**src/rtl/instr_encoder.sv**
```systemverilog
// RV32I instruction encoder with a 2-entry output FIFO of {instr, err}.
// Define RANGE_CHECK_EN to flag out-of-range immediates; by default only illegal classes set out_err.
module instr_encoder (
    input  logic        clk,
    input  logic        rst_n,
    input  logic        in_valid,
    output logic        in_ready,
    input  logic [3:0]  in_class,
    input  logic [4:0]  in_rd,
    input  logic [4:0]  in_rs1,
    input  logic [4:0]  in_rs2,
    input  logic [2:0]  in_funct3,
    input  logic [6:0]  in_funct7,
    input  logic [31:0] in_imm,
    output logic        out_valid,
    input  logic        out_ready,
    output logic [31:0] out_instr,
    output logic        out_err,
    output logic [7:0]  err_cnt
);

    localparam logic [1:0] ST_EMPTY = 2'd0;
    localparam logic [1:0] ST_ONE   = 2'd1;
    localparam logic [1:0] ST_FULL  = 2'd2;

    localparam logic [3:0] CLS_R      = 4'd0;
    localparam logic [3:0] CLS_OPIMM  = 4'd1;
    localparam logic [3:0] CLS_LOAD   = 4'd2;
    localparam logic [3:0] CLS_STORE  = 4'd3;
    localparam logic [3:0] CLS_BRANCH = 4'd4;
    localparam logic [3:0] CLS_JAL    = 4'd5;
    localparam logic [3:0] CLS_JALR   = 4'd6;
    localparam logic [3:0] CLS_LUI    = 4'd7;
    localparam logic [3:0] CLS_AUIPC  = 4'd8;

    localparam logic [6:0] OP_R      = 7'b0110011;
    localparam logic [6:0] OP_OPIMM  = 7'b0010011;
    localparam logic [6:0] OP_LOAD   = 7'b0000011;
    localparam logic [6:0] OP_STORE  = 7'b0100011;
    localparam logic [6:0] OP_BRANCH = 7'b1100011;
    localparam logic [6:0] OP_JAL    = 7'b1101111;
    localparam logic [6:0] OP_JALR   = 7'b1100111;
    localparam logic [6:0] OP_LUI    = 7'b0110111;
    localparam logic [6:0] OP_AUIPC  = 7'b0010111;

    logic [1:0]  state;
    logic [1:0]  state_nxt;
    logic [31:0] enc_instr;
    logic        enc_err;
    logic        illegal;
    logic        push;
    logic        pop;
    logic [31:0] slot0_instr;
    logic        slot0_err;
    logic [31:0] slot1_instr;
    logic        slot1_err;

    always_comb begin
        enc_instr = '0;
        illegal   = 1'b0;
        case (in_class)
            CLS_R:      enc_instr = {in_funct7, in_rs2, in_rs1, in_funct3, in_rd, OP_R};
            CLS_OPIMM:  enc_instr = {in_imm[11:0], in_rs1, in_funct3, in_rd, OP_OPIMM};
            CLS_LOAD:   enc_instr = {in_imm[11:0], in_rs1, in_funct3, in_rd, OP_LOAD};
            CLS_JALR:   enc_instr = {in_imm[11:0], in_rs1, in_funct3, in_rd, OP_JALR};
            CLS_STORE:  enc_instr = {in_imm[11:5], in_rs2, in_rs1, in_funct3, in_imm[4:0], OP_STORE};
            CLS_BRANCH: enc_instr = {in_imm[12], in_imm[10:5], in_rs2, in_rs1, in_funct3,
                                     in_imm[4:1], in_imm[11], OP_BRANCH};
            CLS_JAL:    enc_instr = {in_imm[20], in_imm[10:1], in_imm[11], in_imm[19:12],
                                     in_rd, OP_JAL};
            CLS_LUI:    enc_instr = {in_imm[31:12], in_rd, OP_LUI};
            CLS_AUIPC:  enc_instr = {in_imm[31:12], in_rd, OP_AUIPC};
            default:    illegal   = 1'b1;
        endcase
    end

`ifdef RANGE_CHECK_EN
    logic range_bad;

    // A field fits when every bit above its top bit repeats the sign bit.
    always_comb begin
        range_bad = 1'b0;
        case (in_class)
            CLS_OPIMM, CLS_LOAD, CLS_JALR, CLS_STORE:
                range_bad = !((in_imm[31:11] == '0) || (in_imm[31:11] == '1));
            CLS_BRANCH:
                range_bad = !((in_imm[31:12] == '0) || (in_imm[31:12] == '1)) || in_imm[0];
            CLS_JAL:
                range_bad = !((in_imm[31:20] == '0) || (in_imm[31:20] == '1)) || in_imm[0];
            CLS_LUI, CLS_AUIPC:
                range_bad = (in_imm[11:0] != '0);
            default:
                range_bad = 1'b0;
        endcase
    end

    assign enc_err = illegal | range_bad;
`else
    logic unused_imm_lsb;

    assign unused_imm_lsb = in_imm[0];
    assign enc_err        = illegal;
`endif

    assign push = in_valid & in_ready;
    assign pop  = out_valid & out_ready;

    always_comb begin
        state_nxt = state;
        case (state)
            ST_EMPTY: if (push) state_nxt = ST_ONE;
            ST_ONE: begin
                if (push && !pop)      state_nxt = ST_FULL;
                else if (pop && !push) state_nxt = ST_EMPTY;
            end
            ST_FULL:  if (pop) state_nxt = ST_ONE;
            default:  state_nxt = ST_EMPTY;
        endcase
    end

    // in_ready/out_valid are flopped from the next state so neither depends combinationally on out_ready.
    always_ff @(posedge clk) begin
        if (!rst_n) begin
            state       <= ST_EMPTY;
            in_ready    <= 1'b1;
            out_valid   <= 1'b0;
            slot0_instr <= '0;
            slot0_err   <= 1'b0;
            slot1_instr <= '0;
            slot1_err   <= 1'b0;
            err_cnt     <= '0;
        end else begin
            state     <= state_nxt;
            in_ready  <= (state_nxt != ST_FULL);
            out_valid <= (state_nxt != ST_EMPTY);
            case (state)
                ST_EMPTY: begin
                    if (push) begin
                        slot0_instr <= enc_instr;
                        slot0_err   <= enc_err;
                    end
                end
                ST_ONE: begin
                    if (push && pop) begin
                        slot0_instr <= enc_instr;
                        slot0_err   <= enc_err;
                    end else if (push) begin
                        slot1_instr <= enc_instr;
                        slot1_err   <= enc_err;
                    end
                end
                ST_FULL: begin
                    if (pop) begin
                        slot0_instr <= slot1_instr;
                        slot0_err   <= slot1_err;
                    end
                end
                default: ;
            endcase
            if (push && enc_err && (err_cnt != 8'hFF))
                err_cnt <= err_cnt + 8'd1;
        end
    end

    assign out_instr = slot0_instr;
    assign out_err   = slot0_err;

endmodule

```
**config.mk**
```make
export PLATFORM = sky130hd
export DESIGN_NAME = instr_encoder
export DESIGN_NICKNAME = d
export VERILOG_FILES = /design/src/rtl/instr_encoder.sv
export SDC_FILE = /design/constraint.sdc
export NUM_CORES = 1
export LEC_CHECK = 0
export BUFFER_PORTS_ARGS = -buffer_cell sky130_fd_sc_hd__buf_4
export CORE_UTILIZATION = 30
export CTS_CLUSTER_DIAMETER = 150
export DETAILED_ROUTE_END_ITERATION = 10
export HOLD_SLACK_MARGIN = 0.12
export SLEW_MARGIN = 20
export SYNTH_ARGS = -nofsm -noshare
export SYNTH_HDL_FRONTEND = slang
export SYNTH_SLANG_ARGS = --single-unit
export TNS_END_PERCENT = 100
```
**constraint.sdc**
```tcl
create_clock -name clk -period 3.45 [get_ports clk]
set_input_delay 0.1725 -clock clk [delete_from_list [all_inputs] [get_ports clk]]
set_output_delay 0.1725 -clock clk [all_outputs]
set_load 0.05 [all_outputs]
```
==> flow_summary.toml <==
[logic_synthesis]
syn_inst = 502
synthMuxAreaShare_pct = 1.48
synth_async_sr_flop_share_pct = 0
synth-simple-area-share_pct = 21.0
yosysTopAreaCellShare_pct = 37.6
synth_edf_count = 0
synthAdderAreaFrac_pct = 0.309
synth_seq_cells = 76
yosys-top-cells-count = "dfxtp_1 (76), a21oi_1 (62), o21ai_0 (43), nor3_1 (31), nand2_1 (27)"
synth_area_leaders = "dfxtp_1 (38%), a21oi_1 (7.7%), o21ai_0 (5.3%), nor3_1 (3.8%), a21boi_0 (3.2%)"
ys_seq_area_share_pct = 37.6
synth_compound_area_share_pct = 33.1
synth_area_per_cell_sq_um = 8.06
synth_top_cell_by_area = "dfxtp_1"
yosysMostFrequentCell = "dfxtp_1"
synth-xor-area-share_pct = 0.433
synth_cell_types = 56
yosys_warnings = 0
syn-num-nets = 568
synthFlopType = "dfxtp_1"
synth_area_sq_mm = 0.00405
synth_top_family_by_area = "compound AO/OA/AOI/OAI gates"

[sta]
max_freq_ghz = 0.426
finalWorstPathRequiredPeriod_ps = 2350
rsz0062_at_grt = "no"
setup_tns_ps = 0
setup_violations = 0
period_share_pct = 68.1
hold_viol_final = 0
worst_slew_pin_slew_ps = 1090
slew_headroom_pct = 27.2
clock_skew_ps = 6.66
finalMaxSlewViolations = 0

[placement]
io_buffers = 107
place_congestion = 0.792
placed_area_sq_mm = 0.00493
hpwl_um = 8480

[drt]
drt_wl_total_um = 12700
wire_per_inst_um = 16.6
routed_via_density = 5.41
vias = 4134
firstDrtPassIters = 4
drcViolationCount = 0
first_iter_violations = 258
detail-route-antenna-nets = 0

[clock_network]
post_cts_buffers = 0
cts_tree = "built"
clk_pin_slew_ps = 60
clk_latency_ps = 340
ctsRootBufferMaster = "clkbuf_16"
numCtsBuffers = 9
cts_sinks = 76
clk_path_buf_depth = 2
cts.htree.levels = 3
postCtsHoldBufs = 0
cts_resized = 0

[worst_setup_path]
rr_startpoint = "state[0]"
cp-end-kind = "register"
crit_path_start_kind = "register"
crit_chain = "a21boi_0 -> o21a_1 -> buf_4 -> a211o_1 -> a21oi_2"
ff2ff_path_depth = 5
rrSetupSlack_ps = 1100
worst_r2r_endpoint = "out_instr[2]"
crit_fanout = 19
critPathTopFamily = "compound AO/OA/AOI/OAI gates"
worstPathArrival_ps = 2570
timing.critical_path.slowest_stage_cell = "o21a_1"
crit_buf_inv = 1
cp_slowest_stage_delay_ps = 700
worst-setup-path-type = "register to register"
cp_data_required_time_ps = 3670

[floorplanning]
die_h_um = 118
initial_core_util_pct = 30.7
die_area_sq_mm = 0.0140
die_width_um = 118
ioPinCount = 108
rows = 42
core-area_sq_mm = 0.0132

[final_layout]
finalNetCount = 649
area_growth_pct = 31.5
fin_area_sq_mm = 0.00532
drive_gt1_share_pct = 23.6
nFillCells = 1364
antennaDiodeCount = 0

[global_route]
first_global_vias = 3973
antenna_found_initial = 0
grt_usage_pct = 18.2
grt_overflow_total = 0
grt_max_degree = 54
grt_pass1_wl_um = 20300

[job]
max-cap-violations = 0

[hold_path]
hold_path_class = "primary input to register"
min_delay_path_depth = 3
whs_endpoint = "slot1_instr[7]"
hp-start = "in_rd[0]"

[power]
vdd_ir_drop_max_uv = 222
power_density_mw_per_mm2 = 571
p_total_w = 0.00304
p_leak_nw = 2.12

[run_status]
status = "finished, final reports clean"
-- worst min-delay path: stages --
cell     delay, ps
buf_4          100
a32oi_1         50
a21oi_1        130
-- cells in the final DEF (no fill, tap or decap), drive strengths merged, types with 9 or more instances in the layout --
master,count
a21oi,63
inv,13
o21ai,43
o2bb2ai,12
clkbuf,9
nor2,22
a211oi,12
and2,17
nor3,32
nand3,11
nor3b,10
dfxtp,76
o31ai,11
nand2,27
o211ai,10
buf,113
a21boi,19
-- where the power goes --
group	internal [W]	switching, W
clock network	0.000851	0.000376
logic	0.000266	0.000519
registers	0.000967	0.0000582
total	0.00208	0.000954
-- layout make-up --
type                       instances  area, sq um  share of cell area [%]
multi-input combinational        370         2290                    43.1
inverter                          13         48.8                   0.917
tap                              176          220                    4.14
timing repair buffer             113          848                    15.9
clock buffer                       9          225                    4.23
sequential                        76         1520                    28.6
clock inverter                     7          163                    3.06
-- state kept, by name, indices dropped and copies added (netlist names) --
name / count
in_ready: 1
state: 2
out_instr: 31
err_cnt: 8
out_err: 1
out_valid: 1
slot1_err: 1
slot1_instr: 31
-- how the worst max path moves through the flow --
stage / from / end / slack (ps) / cells past startpoint
3_5_place_dp: state[0] / out_instr[2] / 1130 / 5
2_1_floorplan: in_ready / err_cnt[5] / 1550 / 4
6_report: state[0] / out_instr[2] / 1100 / 5
4_1_cts: state[0] / out_instr[2] / 1120 / 5
3_3_place_gp: state[0] / out_instr[2] / 1240 / 5
5_1_grt: state[0] / out_instr[18] / 970 / 5
-- per-layer routing --
metal	track usage [%]	routed length, um
met1	25.4	6200
met2	28.1	5670
met3	3.52	641
met4	5.69	165
met5	0	0
-- stage by stage --
step	setup WS [ps]	hold WS, ps	cells	utilization [%]
detailed placement	1130	439	748	37.4
CTS	1120	140	764	40.3
global route	965	167	764	40.3
finish	1100	150	764	40.3
global placement	1240	441	748	37.4
floorplan	1550	349	502	-
-- cells by family after synthesis --
group           Yosys count
compound gates          205
simple gates            156
flops                    76
buf+inv                  56
mux                       6
xor+xnor                  2
fa+ha+maj                 1
Note: power is estimated with default switching activity, not from simulation.
